File: config.mk
export PLATFORM = sky130hd
export DESIGN_NAME = hazard_unit
export DESIGN_NICKNAME = d
export VERILOG_FILES = /design/src/rtl/hazard_pkg.sv /design/src/rtl/inflight_sr.sv /design/src/rtl/hazard_unit.sv
export SDC_FILE = /design/constraint.sdc
export NUM_CORES = 1
export LEC_CHECK = 0
export CORE_AREA = 2 2 80 82
export DETAILED_ROUTE_END_ITERATION = 8
export DIE_AREA = 0 0 82 84
export PLACE_DENSITY_LB_ADDON = 0.05
export SLEW_MARGIN = 10
export SYNTH_ARGS = -nofsm -noshare
export SYNTH_HDL_FRONTEND = slang
export SYNTH_HIERARCHICAL = 1
export SYNTH_SLANG_ARGS = --single-unit
File: constraint.sdc
create_clock -name clk -period 3.1 [get_ports clk]
set_input_delay 0.62 -clock clk [delete_from_list [all_inputs] [get_ports clk]]
set_output_delay 0.62 -clock clk [all_outputs]
set_load 0.02 [all_outputs]
File: src/rtl/hazard_pkg.sv
// hazard_pkg -- shared types and helpers for the pipeline hazard unit.
//   sb_entry_t  : one scoreboard slot {valid, rd, wr, is_load} mirroring an
//                 in-flight stage after decode.
//   fwd_sel_w() : width of one fwd_sel channel (encodes 0..NUM_STAGES).
//   FWD_SEL_RF  : fwd_sel code meaning "take operand from the register file".
package hazard_pkg;

  // rd is stored at a fixed width so the entry can be a package-level type;
  // narrower register addresses are zero-extended into it.
  localparam int SB_RD_W    = 8;
  localparam int FWD_SEL_RF = 0;

  typedef struct packed {
    logic               valid;
    logic [SB_RD_W-1:0] rd;
    logic               wr;
    logic               is_load;
  } sb_entry_t;

  function automatic int fwd_sel_w(input int num_stages);
    return (num_stages < 2) ? 1 : $clog2(num_stages + 1);
  endfunction

endpackage

File: src/rtl/inflight_sr.sv
// inflight_sr -- scoreboard shift register, one entry per stage after decode.
// Ports:
//   clk, rst      : clock, async active-high reset (clears every entry)
//   i_advance     : shift one position this cycle (low = pipeline frozen)
//   i_valid/i_rd/i_wr/i_is_load : information loaded into entry 1
//   o_entries     : entry k mirrors pipeline stage k (1 = EX ... N = WB)
module inflight_sr
  import hazard_pkg::*;
#(
  parameter int NUM_STAGES = 3,
  parameter int REG_ADDR_W = 5
) (
  input  logic                       clk,
  input  logic                       rst,
  input  logic                       i_advance,
  input  logic                       i_valid,
  input  logic [REG_ADDR_W-1:0]      i_rd,
  input  logic                       i_wr,
  input  logic                       i_is_load,
  output sb_entry_t [NUM_STAGES:1]   o_entries
);

  sb_entry_t [NUM_STAGES:1] r_sb;
  sb_entry_t                w_in;

  always_comb begin
    w_in         = '0;
    w_in.valid   = i_valid;
    w_in.rd      = SB_RD_W'(i_rd);
    w_in.wr      = i_wr;
    w_in.is_load = i_is_load;
  end

  always_ff @(posedge clk or posedge rst) begin
    if (rst) begin
      r_sb <= '0;
    end else if (i_advance) begin
      r_sb[1] <= w_in;
      for (int k = 2; k <= NUM_STAGES; k++) begin
        r_sb[k] <= r_sb[k-1];
      end
    end
  end

  assign o_entries = r_sb;

endmodule

File: src/rtl/hazard_unit.sv
// hazard_unit -- data-hazard detection, forwarding select and stall control.
// Ports:
//   clk, rst                 : clock, async active-high reset
//   id_valid                 : decode holds a real instruction
//   id_rs_addr / id_rs_used  : source addresses (channel i at bits i*W) / read flags
//   id_rd_addr / id_rd_wr    : destination address / writes-rd flag
//   id_is_load               : decode instruction is a load
//   flush                    : squash decode instruction (overrides hazard stall)
//   ext_stall                : freeze the whole pipeline
//   stall_id / bubble_ex     : hold PC+IF/ID / insert NOP into ID/EX
//   fwd_sel                  : per source, 0 = regfile, k = stage-k result
//   stall_cnt                : hazard stall cycles, wraps
module hazard_unit
  import hazard_pkg::*;
#(
  parameter int NUM_STAGES = 3,
  parameter int NUM_SRC    = 2,
  parameter int REG_ADDR_W = 5,
  parameter int LOAD_STAGE = 2,
  parameter int FWD_EN     = 1,
  localparam int FSW       = fwd_sel_w(NUM_STAGES)
) (
  input  logic                          clk,
  input  logic                          rst,
  input  logic                          id_valid,
  input  logic [NUM_SRC*REG_ADDR_W-1:0] id_rs_addr,
  input  logic [NUM_SRC-1:0]            id_rs_used,
  input  logic [REG_ADDR_W-1:0]         id_rd_addr,
  input  logic                          id_rd_wr,
  input  logic                          id_is_load,
  input  logic                          flush,
  input  logic                          ext_stall,
  output logic                          stall_id,
  output logic                          bubble_ex,
  output logic [NUM_SRC*FSW-1:0]        fwd_sel,
  output logic [31:0]                   stall_cnt
);

  sb_entry_t [NUM_STAGES:1] w_sb;
  logic [NUM_SRC-1:0]       w_haz_src;
  logic [NUM_SRC*FSW-1:0]   w_fwd_sel;
  logic                     w_hazard;
  logic                     w_cnt_en;
  logic [31:0]              r_stall_cnt;

  inflight_sr #(
    .NUM_STAGES (NUM_STAGES),
    .REG_ADDR_W (REG_ADDR_W)
  ) u_inflight_sr (
    .clk       (clk),
    .rst       (rst),
    .i_advance (~ext_stall),
    .i_valid   (id_valid & ~flush & ~w_hazard),
    .i_rd      (id_rd_addr),
    .i_wr      (id_rd_wr),
    .i_is_load (id_is_load),
    .o_entries (w_sb)
  );

  // Scan oldest to youngest so the last hit left standing is the youngest
  // writer (smallest stage index).
  always_comb begin : p_match
    logic [REG_ADDR_W-1:0] rs;
    logic [FSW-1:0]        young_k;
    logic                  young_ld;
    w_haz_src = '0;
    w_fwd_sel = '0;
    for (int i = 0; i < NUM_SRC; i++) begin
      rs       = id_rs_addr[i*REG_ADDR_W +: REG_ADDR_W];
      young_k  = FSW'(FWD_SEL_RF);
      young_ld = 1'b0;
      for (int k = NUM_STAGES; k >= 1; k--) begin
        if (id_valid && id_rs_used[i] && w_sb[k].valid && w_sb[k].wr &&
            (rs != '0) && (w_sb[k].rd == SB_RD_W'(rs))) begin
          young_k  = FSW'(k);
          young_ld = w_sb[k].is_load;
        end
      end
      if (FWD_EN != 0) begin
        // Load data not yet available at the youngest writer's stage.
        if ((young_k != FSW'(FWD_SEL_RF)) && young_ld && (int'(young_k) < LOAD_STAGE))
          w_haz_src[i] = 1'b1;
        else
          w_fwd_sel[i*FSW +: FSW] = young_k;
      end else begin
        if (young_k != FSW'(FWD_SEL_RF))
          w_haz_src[i] = 1'b1;
      end
    end
  end

  assign w_hazard = |w_haz_src;
  assign w_cnt_en = ~ext_stall & w_hazard & ~flush;

  // A flushed decode slot is being discarded anyway, so it never stalls.
  assign stall_id  = ext_stall | (w_hazard & ~flush);
  assign bubble_ex = ~ext_stall & (w_hazard | flush);
  assign fwd_sel   = w_fwd_sel;

  always_ff @(posedge clk or posedge rst) begin
    if (rst) begin
      r_stall_cnt <= '0;
    end else if (w_cnt_en) begin
      r_stall_cnt <= r_stall_cnt + 32'd1;
    end
  end

  assign stall_cnt = r_stall_cnt;

endmodule

==> impl_metrics.env <==
export IMPL_fin_crit_ns=3.16
export IMPL_crit_path_start_kind="flop"
export IMPL_drive_above_1_share=0.232
export IMPL_worstPathRequired_ns=2.48
export IMPL_avgSynthCellArea_um2=11.1
export IMPL_wl_per_cell_um=14.4
export IMPL_portBuffers=61
export IMPL_path_max_fanout=2
export IMPL_grt_pass1_vias=2272
export IMPL_clk_pin_slew_worst_paths_ns=0.10
export IMPL_maxCapViolations=0
export IMPL_vias=2243
export IMPL_postRouteAntennaNets=0
export IMPL_nNetsFinal=386
export IMPL_place_area_um2=3810
export IMPL_syn_area_um2=2990
export IMPL_via_per_inst=5.11
export IMPL_grt_setup_unrepaired="true"
export IMPL_p_seq_frac=0.519
export IMPL_wl_mm=6.31
export IMPL_die_area_um2=6890
export IMPL_yosys_warnings=6
export IMPL_max_vdd_ir_drop_v=0.000244
export IMPL_drcViolationCount=0
export IMPL_finalSetupViolations=2
export IMPL_first_pass_iters=4
export IMPL_grt_use_total=0.200
export IMPL_diodes=0
export IMPL_worstMarginPinSlew_ns=0.886
export IMPL_die_h_um=84
export IMPL_finalInstanceArea_um2=3990
export IMPL_p_leak_nw=1.85
export IMPL_cts_made_buffers=5
export IMPL_relSlewSlack=0.409
export IMPL_fin_crit_sh=1.02
export IMPL_globalRouteOverflowTotal=0
export IMPL_core_area_um2=6100
export IMPL_floorplan_rows=29
export IMPL_max_freq_ghz=0.316
export IMPL_htree_levels=2
export IMPL_top_level_ports=62
export IMPL_dp_hpwl_mm=4.72
export IMPL_pwr_density_cell_nw_per_um2=382
export IMPL_setup_tns_ns=-0.0844
export IMPL_end_kind="output pin"
export IMPL_cp_data_arrival_time_ns=2.54
export IMPL_finalMaxSlewViolations=0
export IMPL_postCtsHoldBufs=0
export IMPL_grt_pass1_wl_mm=10.8
export IMPL_hold_worst_slack_ns=0.485
export IMPL_clock_sinks=54
export IMPL_gp_congestion=0.876
export IMPL_fin_util=0.655
export IMPL_initial_utilization=0.491
export IMPL_crit_type="reg -> out"
export IMPL_p_sw_w=0.000377
export IMPL_cts_root_buffer="clkbuf_8"
export IMPL_fp_dieW_um=82
export IMPL_outcome="finished, violations left"
export IMPL_hold_violations=0
export IMPL_hold_path_class="reg -> reg"
export IMPL_syn_inst=269
export IMPL_antenna_found_initial=0
export IMPL_p_sw_frac=0.248
export IMPL_fin_skew_ns=0.0106
export IMPL_comb_power_share=0.172
export IMPL_timing_final_ws_setup_ns=-0.0607
export IMPL_clkPwrFrac=0.309
export IMPL_area_growth_pct=33.3
export IMPL_violations="negative setup slack"
export IMPL_cts_tree="yes"
export IMPL_p_int_w=0.00115
export IMPL_drtIter0Drc=95
export IMPL_clock_path_buffers=2
export IMPL_grt_max_degree=33
export IMPL_clk_latency_ns=0.31
[layer usage]
layer  GRT usage  routed length (µm)  vias to the layer above  part of all wire
li1            -                   -                     1088                 -
met1       0.264                2820                     1097              0.45
met2       0.332                3190                       46              0.50
met3      0.0325                 183                       12             0.029
met4      0.0652                 123                        0             0.019
met5           0                   0                        -                 0
[power by group through the flow]
stage | clock network (W) | logic (W) | registers [W]
detailed placement | 0 | 0.000251 | 0.000803
global route | 0.000515 | 0.000287 | 0.000798
floorplan | 0 | 0.000163 | 0.000795
CTS | 0.000488 | 0.000254 | 0.000791
finish | 0.000472 | 0.000262 | 0.000791
global placement | 0 | 0.000247 | 0.000804
[through the flow]
| stage | total power, W | cells | worst slack, ns |
|---|---|---|---|
| final | 0.00153 | 439 | -0.0607 |
| after global routing | 0.00160 | 439 | -0.164 |
| after CTS | 0.00153 | 438 | -0.0827 |
| after detailed placement | 0.00105 | 428 | -0.741 |
| after global placement | 0.00105 | 428 | -0.711 |
| after floorplan | 0.000958 | 277 | 0.186 |
[repair_timing]
| action | CTS | global route |
|---|---|---|
| setup buffers | 2 | 2 |
| setup endpoints to repair | 6 | 6 |
| resized for setup | 52 | 7 |
| pin swaps | 14 | 3 |
[area by class of cell]
type / count / area [µm²]
fill: 529 / 2110
clock inverter: 2 / 37.5
tap: 77 / 96.3
sequential: 54 / 1350
multi-input combinational: 198 / 1570
timing repair buffer: 91 / 826
clock buffer: 6 / 72.6
inverter: 11 / 41.3
[cells in the final DEF, fill, tap and decap left out, drive strengths merged, types with 5 or more instances in the layout]
cell,instances
nor2,15
conb,9
nand2,18
nor3,9
xnor2,29
nor4,6
nand4,6
or4,9
inv,11
xor2,32
or3,5
mux2,22
clkbuf,6
nand3,11
buf,37
and3,5
clkdlybuf4s50,46
dfrtp,54
[critical path: stages, from the launching register on]
cell and delay (ns):
dfrtp_1 0.35, nand2_1 0.05, or4_4 0.43, or4_4 0.42, or4_4 0.53, nand2b_4 0.15, mux2i_1 0.14, buf_4 0.17
[flip-flops by register name, summed over array words and instances (netlist names)]
signal and count:
u_inflight_sr/o_entries 22, stall_cnt 32
[final timing paths]
check | to | slack, ns | cells after the start | start
hold reg to reg | stall_cnt[31] | 0.48 | 1 | stall_cnt[31]
max in group asynchronous | u_inflight_sr/o_entries[1] | 1.72 | 2 | rst
hold / removal | stall_cnt[31] | 0.48 | 1 | stall_cnt[31]
setup reg to reg | stall_cnt[19] | 0.89 | 8 | u_inflight_sr/o_entries[6]
setup / recovery | fwd_sel[2] | -0.06 | 7 | u_inflight_sr/o_entries[32]
min in group asynchronous | stall_cnt[0] | 0.72 | 3 | rst
Power figures use the tool's default switching activity.
==> RTL change 1, RTL diff (same settings) <==
`REG_ADDR_W` is set to 5 in 2 places; all go to 3.
--- a/src/rtl/inflight_sr.sv
+++ b/src/rtl/inflight_sr.sv
@@ -9,5 +9,5 @@
 #(
   parameter int NUM_STAGES = 3,
-  parameter int REG_ADDR_W = 5
+  parameter int REG_ADDR_W = 3
 ) (
   input  logic                       clk,
--- a/src/rtl/hazard_unit.sv
+++ b/src/rtl/hazard_unit.sv
@@ -16,5 +16,5 @@
   parameter int NUM_STAGES = 3,
   parameter int NUM_SRC    = 2,
-  parameter int REG_ADDR_W = 5,
+  parameter int REG_ADDR_W = 3,
   parameter int LOAD_STAGE = 2,
   parameter int FWD_EN     = 1,
Interface: changed (resized id_rd_addr and id_rs_addr); port bits go from 62 to 56. The function was not compared with the original's and may differ.
==> RTL change 1 against the original RTL <==
- routed wire length fell by 5.7%
- sequential cell count fell by 6
- cell area fell by 9.5%
- register-to-register slack improved by 0.25 ns
- synthesized area fell by 3.5%
- synthesized cell count fell by 1.5%
- worst setup slack improved by 0.26 ns
- total power fell by 20%
- clock skew fell by 0.0026 ns
- non-clock buffer count fell by 19
- critical path type is now in2out
- critical endpoint is now stall_id
- largest cell class unchanged
==> RTL change 1: results (changes against the original RTL) <==
{| class="wikitable"
! Metric !! Value
|-
| Starting DRT DRC Count || 62 (-35%)
|-
| Clock tree buffer depth || 2 (unchanged)
|-
| Hold depth || 1 (unchanged)
|-
| Reg-to-reg setup timing slack || 1.14 ns (+0.25 ns)
|-
| Worst Path Arrival || 2.28 ns (-0.26 ns)
|-
| Global placer's final weighted congestion || 0.895 (+2.1%)
|-
| Clock latency on the worst-skew pair || 0.30 ns
|-
| Relative slew slack || 57.2% (+16 points)
|-
| Via count || 2185 (-2.6%)
|-
| Category of the most critical setup path || in2out
|-
| Max FO, Critical Path || 4 (+2)
|-
| Wire length of the first global-routing pass || 10.1 mm (-6.3%)
|-
| Path class of the lowest-slack min-delay path || reg2reg
|-
| Vias in the first global route || 2092 (-7.9%)
|-
| Crit Reg-Reg Startpoint || u_inflight_sr/o_entries[2]
|-
| Outcome || complete, no violations
|-
| Number of inserted filler cells in the final layout || 555 (+4.9%)
|-
| Avg WL per Cell || 14.4 um (+0.49%)
|-
| Fraction of layout instances using a drive strength above 1 || 20.3% (-2.9 points)
|-
| Final number of setup-violating endpoints || 0 (-2)
|-
| Max reg flops || 32 (unchanged)
|-
| Maximum number of pins on one net before global-route repair || 30 (-9.1%)
|-
| Cell area after placement || 3540 sq um (-7.1%)
|-
| Max rail drop VDD || 0.247 mV (+1.3%)
|-
| Instance count of the mapped netlist || 265 (-1.5%)
|-
| Total routing usage reported by global routing || 18.8% (-1.2 points)
|-
| Fin Clk Skew || 0.00801 ns (-0.00257 ns)
|-
| TritonCTS Buffers || 5 (unchanged)
|-
| DP Wirelength || 4.50 mm (-4.8%)
|-
| Number of standard cells in the final layout excluding fillers || 412 (-6.2%)
|-
| Number of antenna violations at the first check in global routing || 0 (unchanged)
|-
| H-tree level count || 2 (unchanged)
|-
| Count of input and output buffers || 55 (-9.8%)
|-
| Length in cells of the worst reg-to-reg path || 6 (-2)
|-
| Total inserted antenna cells || 0 (unchanged)
|-
| LEAKAGE || 1.67 nW (-10%)
|-
| Clock-pin slew on the worst setup and hold paths || 0.08 ns (-0.02 ns)
|-
| Number of nets at the end of the flow || 354 (-8.3%)
|}
==> RTL change 1: changes by cell type in the layout (fill, tap and decap cells not counted), sizes merged, moves of 5 or more <==
cell / delta
nor2: -9
or3: -5
conb: +6
inv: -6
nor4b: +5
buf: -20
or4: -6
xnor2: -25
nor3: +10
mux2: -5
xor2: +7
nor4: +9
dfrtp: -6
==> RTL change 1: layout make-up <==
| class | instances | area share (%) |
|---|---|---|
| Inverter | 5 | 0.520 |
| Clock buffer | 5 | 1.91 |
| Tap cell | 77 | 2.67 |
| Multi-Input combinational cell | 203 | 43.0 |
| Timing Repair Buffer | 72 | 18.3 |
| Clock inverter | 2 | 0.347 |
| Sequential cell | 48 | 33.3 |
==> RTL change 1: metrics by stage <==
| step | utilization (%) | hold slack, ns | setup WS, ns |
|---|---|---|---|
| after floorplan | - | 0.481 | 0.503 |
| after global placement | 58.0 | 0.456 | -0.185 |
| after detailed placement | 58.0 | 0.463 | -0.224 |
| after CTS | 59.4 | 0.475 | 0.0825 |
| after global routing | 59.2 | 0.491 | 0.00504 |
| final | 59.2 | 0.464 | 0.201 |
==> RTL change 1: worst max-delay path by stage <==
stage | from | end | slack (ns) | cells past startpoint
2_1_floorplan | id_rs_addr[2] | stall_id | 0.50 | 6
3_3_place_gp | id_rs_addr[3] | stall_id | -0.18 | 6
3_5_place_dp | id_rs_addr[3] | stall_id | -0.22 | 6
4_1_cts | id_rs_addr[5] | fwd_sel[3] | 0.08 | 7
5_1_grt | id_rs_addr[2] | fwd_sel[1] | 0.005 | 7
6_report | id_rs_addr[3] | stall_id | 0.20 | 6
==> RTL change 1: layer usage <==
layer	vias to the layer above	track usage, %	routed length [um]
li1	1057	-	-
met3	8	3.90	211
met2	48	31.7	3010
met4	0	4.85	68
met1	1072	24.2	2660
met5	-	0	0
==> RTL change 1: worst max-delay path: stages <==
cell and delay, ns:
sky130_fd_sc_hd__clkdlybuf4s50_1 0.47, sky130_fd_sc_hd__xor2_1 0.18, sky130_fd_sc_hd__nor3_2 0.24, sky130_fd_sc_hd__a22oi_2 0.14
sky130_fd_sc_hd__o21ai_0 0.25, sky130_fd_sc_hd__dlygate4sd2_1 0.38
==> RTL change 1: repair_timing <==
action / CTS / global route
gates resized for setup: 10 / 8
setup endpoints to repair: 6 / 3
hold buffers: 0 / 0
pin swaps: 0 / 0
setup buffers: 0 / 0
==> RTL change 1: power breakdown <==
group	leakage [nW]	total, mW	switching, mW	internal, mW
combinational	1.00	0.172	0.0764	0.0958
sequential	0.628	0.693	0.0375	0.655
clock	0.0400	0.361	0.208	0.153
total	1.67	1.23	0.321	0.904
==> RTL change 2, RTL diff (same flow settings) <==
Made on the original files. Put one more register stage on the output `stall_cnt`, with the module's reset. The value now appears one clock later. The other outputs are not delayed to match. Comments in the files are not updated.
--- a/src/rtl/hazard_unit.sv
+++ b/src/rtl/hazard_unit.sv
@@ -106,5 +106,11 @@
   end
 
-  assign stall_cnt = r_stall_cnt;
+  always_ff @(posedge clk or posedge rst) begin
+    if (rst) begin
+      stall_cnt <= '0;
+    end else begin
+      stall_cnt <= r_stall_cnt;
+    end
+  end
 
 endmodule
Behaviour: not the same (Yosys sat finds a counterexample within 4 cycles, from zero or initial values and one cycle with rst high).
==> RTL change 2 against the original RTL <==
- worst setup slack better by 0.21 ns
- cell area is 21% higher
- largest cell class is now sequential cells
- register-to-register slack worse by 0.17 ns
- critical endpoint is now fwd_sel[0]
- sequential cell count is 32 higher
- maximum frequency is 7.0% higher
- routed wire length is 18% higher
- total power is 52% higher
- synthesized area is 28% higher
==> RTL change 2: results (changes against the original RTL) <==
{| class="wikitable"
! Metric !! Value
|-
| Outcome || complete, no violations
|-
| DR WL met2 || 3.98 mm (+25%)
|-
| Via count || 2527 (+13%)
|-
| Capturing point of the worst reg2reg path || r_stall_cnt[27]
|-
| Reg-to-reg setup timing slack || 0.72 ns (-0.17 ns)
|-
| Met3 usage in global routing || 6.28% (+3.0 points)
|-
| Min-Delay Endpoint || stall_cnt[23]
|-
| Worst hold margin || 0.408 ns (-0.0767 ns)
|-
| Crit Reg-Reg Startpoint || r_stall_cnt[7]
|-
| Number of standard cells in the final layout excluding fillers || 468 (+6.6%)
|-
| Clock latency on the worst-skew pair || 0.35 ns (+0.04 ns)
|-
| Post-placement setup slack || -0.465 ns (+0.276 ns)
|-
| Final-layout setup total negative slack || 0 ns (+0.0844 ns)
|-
| Cell area after placement || 4570 sq um (+20%)
|-
| Category of the most critical setup path || in2out
|-
| Post-detailed-routing wire length || 7.47 mm (+18%)
|-
| Crit. Startpoint || id_rs_addr[3]
|-
| Total of cells resized after clock tree synthesis || 26 (-50%)
|-
| Wire length of the first global-routing pass || 12.6 mm (+17%)
|-
| Relative slew slack || 43.8% (+3.0 points)
|-
| Starting DRT DRC Count || 137 (+44%)
|-
| Max rail drop VDD || 0.326 mV (+34%)
|-
| DP Wirelength || 5.24 mm (+11%)
|-
| Worst Path Arrival || 2.33 ns (-0.21 ns)
|-
| Instance count of the mapped netlist || 302 (+12%)
|-
| LEAKAGE || 2.38 nW (+28%)
|-
| Number of nets at the end of the flow || 411 (+6.5%)
|-
| Fraction of layout instances using a drive strength above 1 || 20.2% (-3.0 points)
|-
| Global placer's final weighted congestion || 0.902 (+2.9%)
|-
| Post-CTS setup buffers || 0 (-2)
|-
| Timing endpoint of the critical path || fwd_sel[0]
|-
| TritonCTS Buffers || 9 (+4)
|-
| Crit path largest cell delay || 0.51 ns (-0.02 ns)
|-
| Top delay family on crit path || buffers and inverters
|-
| Vias in the first global route || 2621 (+15%)
|-
| Origin of the worst min-delay path || r_stall_cnt[23]
|-
| Slowest library cell on the worst path || sky130_fd_sc_hd__clkdlybuf4s50_1
|-
| Max FO, Critical Path || 4 (+2)
|-
| Highest attainable clock frequency || 338 MHz (+7.0%)
|-
| Maximum number of pins on one net before global-route repair || 32 (-3.0%)
|-
| Routed met3 length || 323 um (+77%)
|-
| Total routing usage reported by global routing || 24.4% (+4.3 points)
|-
| Met2 capacity usage during global routing || 39.4% (+6.2 points)
|-
| GR Util met1 || 30.4% (+4.0 points)
|}
-- RTL change 2: final cells by class --
class | count | area, sq um
multi-input combinational | 198 | 1530
inverter | 8 | 30.0
tap | 77 | 96.3
timing repair buffer | 83 | 782
clock inverter | 7 | 104
fill | 378 | 1280
sequential | 86 | 2150
clock buffer | 9 | 124
-- RTL change 2: power groups by stage --
| stage | Clock, mW | Combinational [mW] | Sequential (mW) |
|---|---|---|---|
| 2_1_floorplan | 0 | 0.163 | 1.22 |
| 3_3_place_gp | 0 | 0.219 | 1.23 |
| 3_5_place_dp | 0 | 0.225 | 1.24 |
| 4_1_cts | 0.897 | 0.224 | 1.21 |
| 5_1_grt | 0.949 | 0.246 | 1.22 |
| 6_report | 0.875 | 0.223 | 1.21 |
-- RTL change 2: worst reg2reg max path: cells and delay by family (launching register included) --
kind | cells | cell delay (ns)
simple gates | 5 | 1.68
flops | 1 | 0.48
xor+xnor | 1 | 0.16
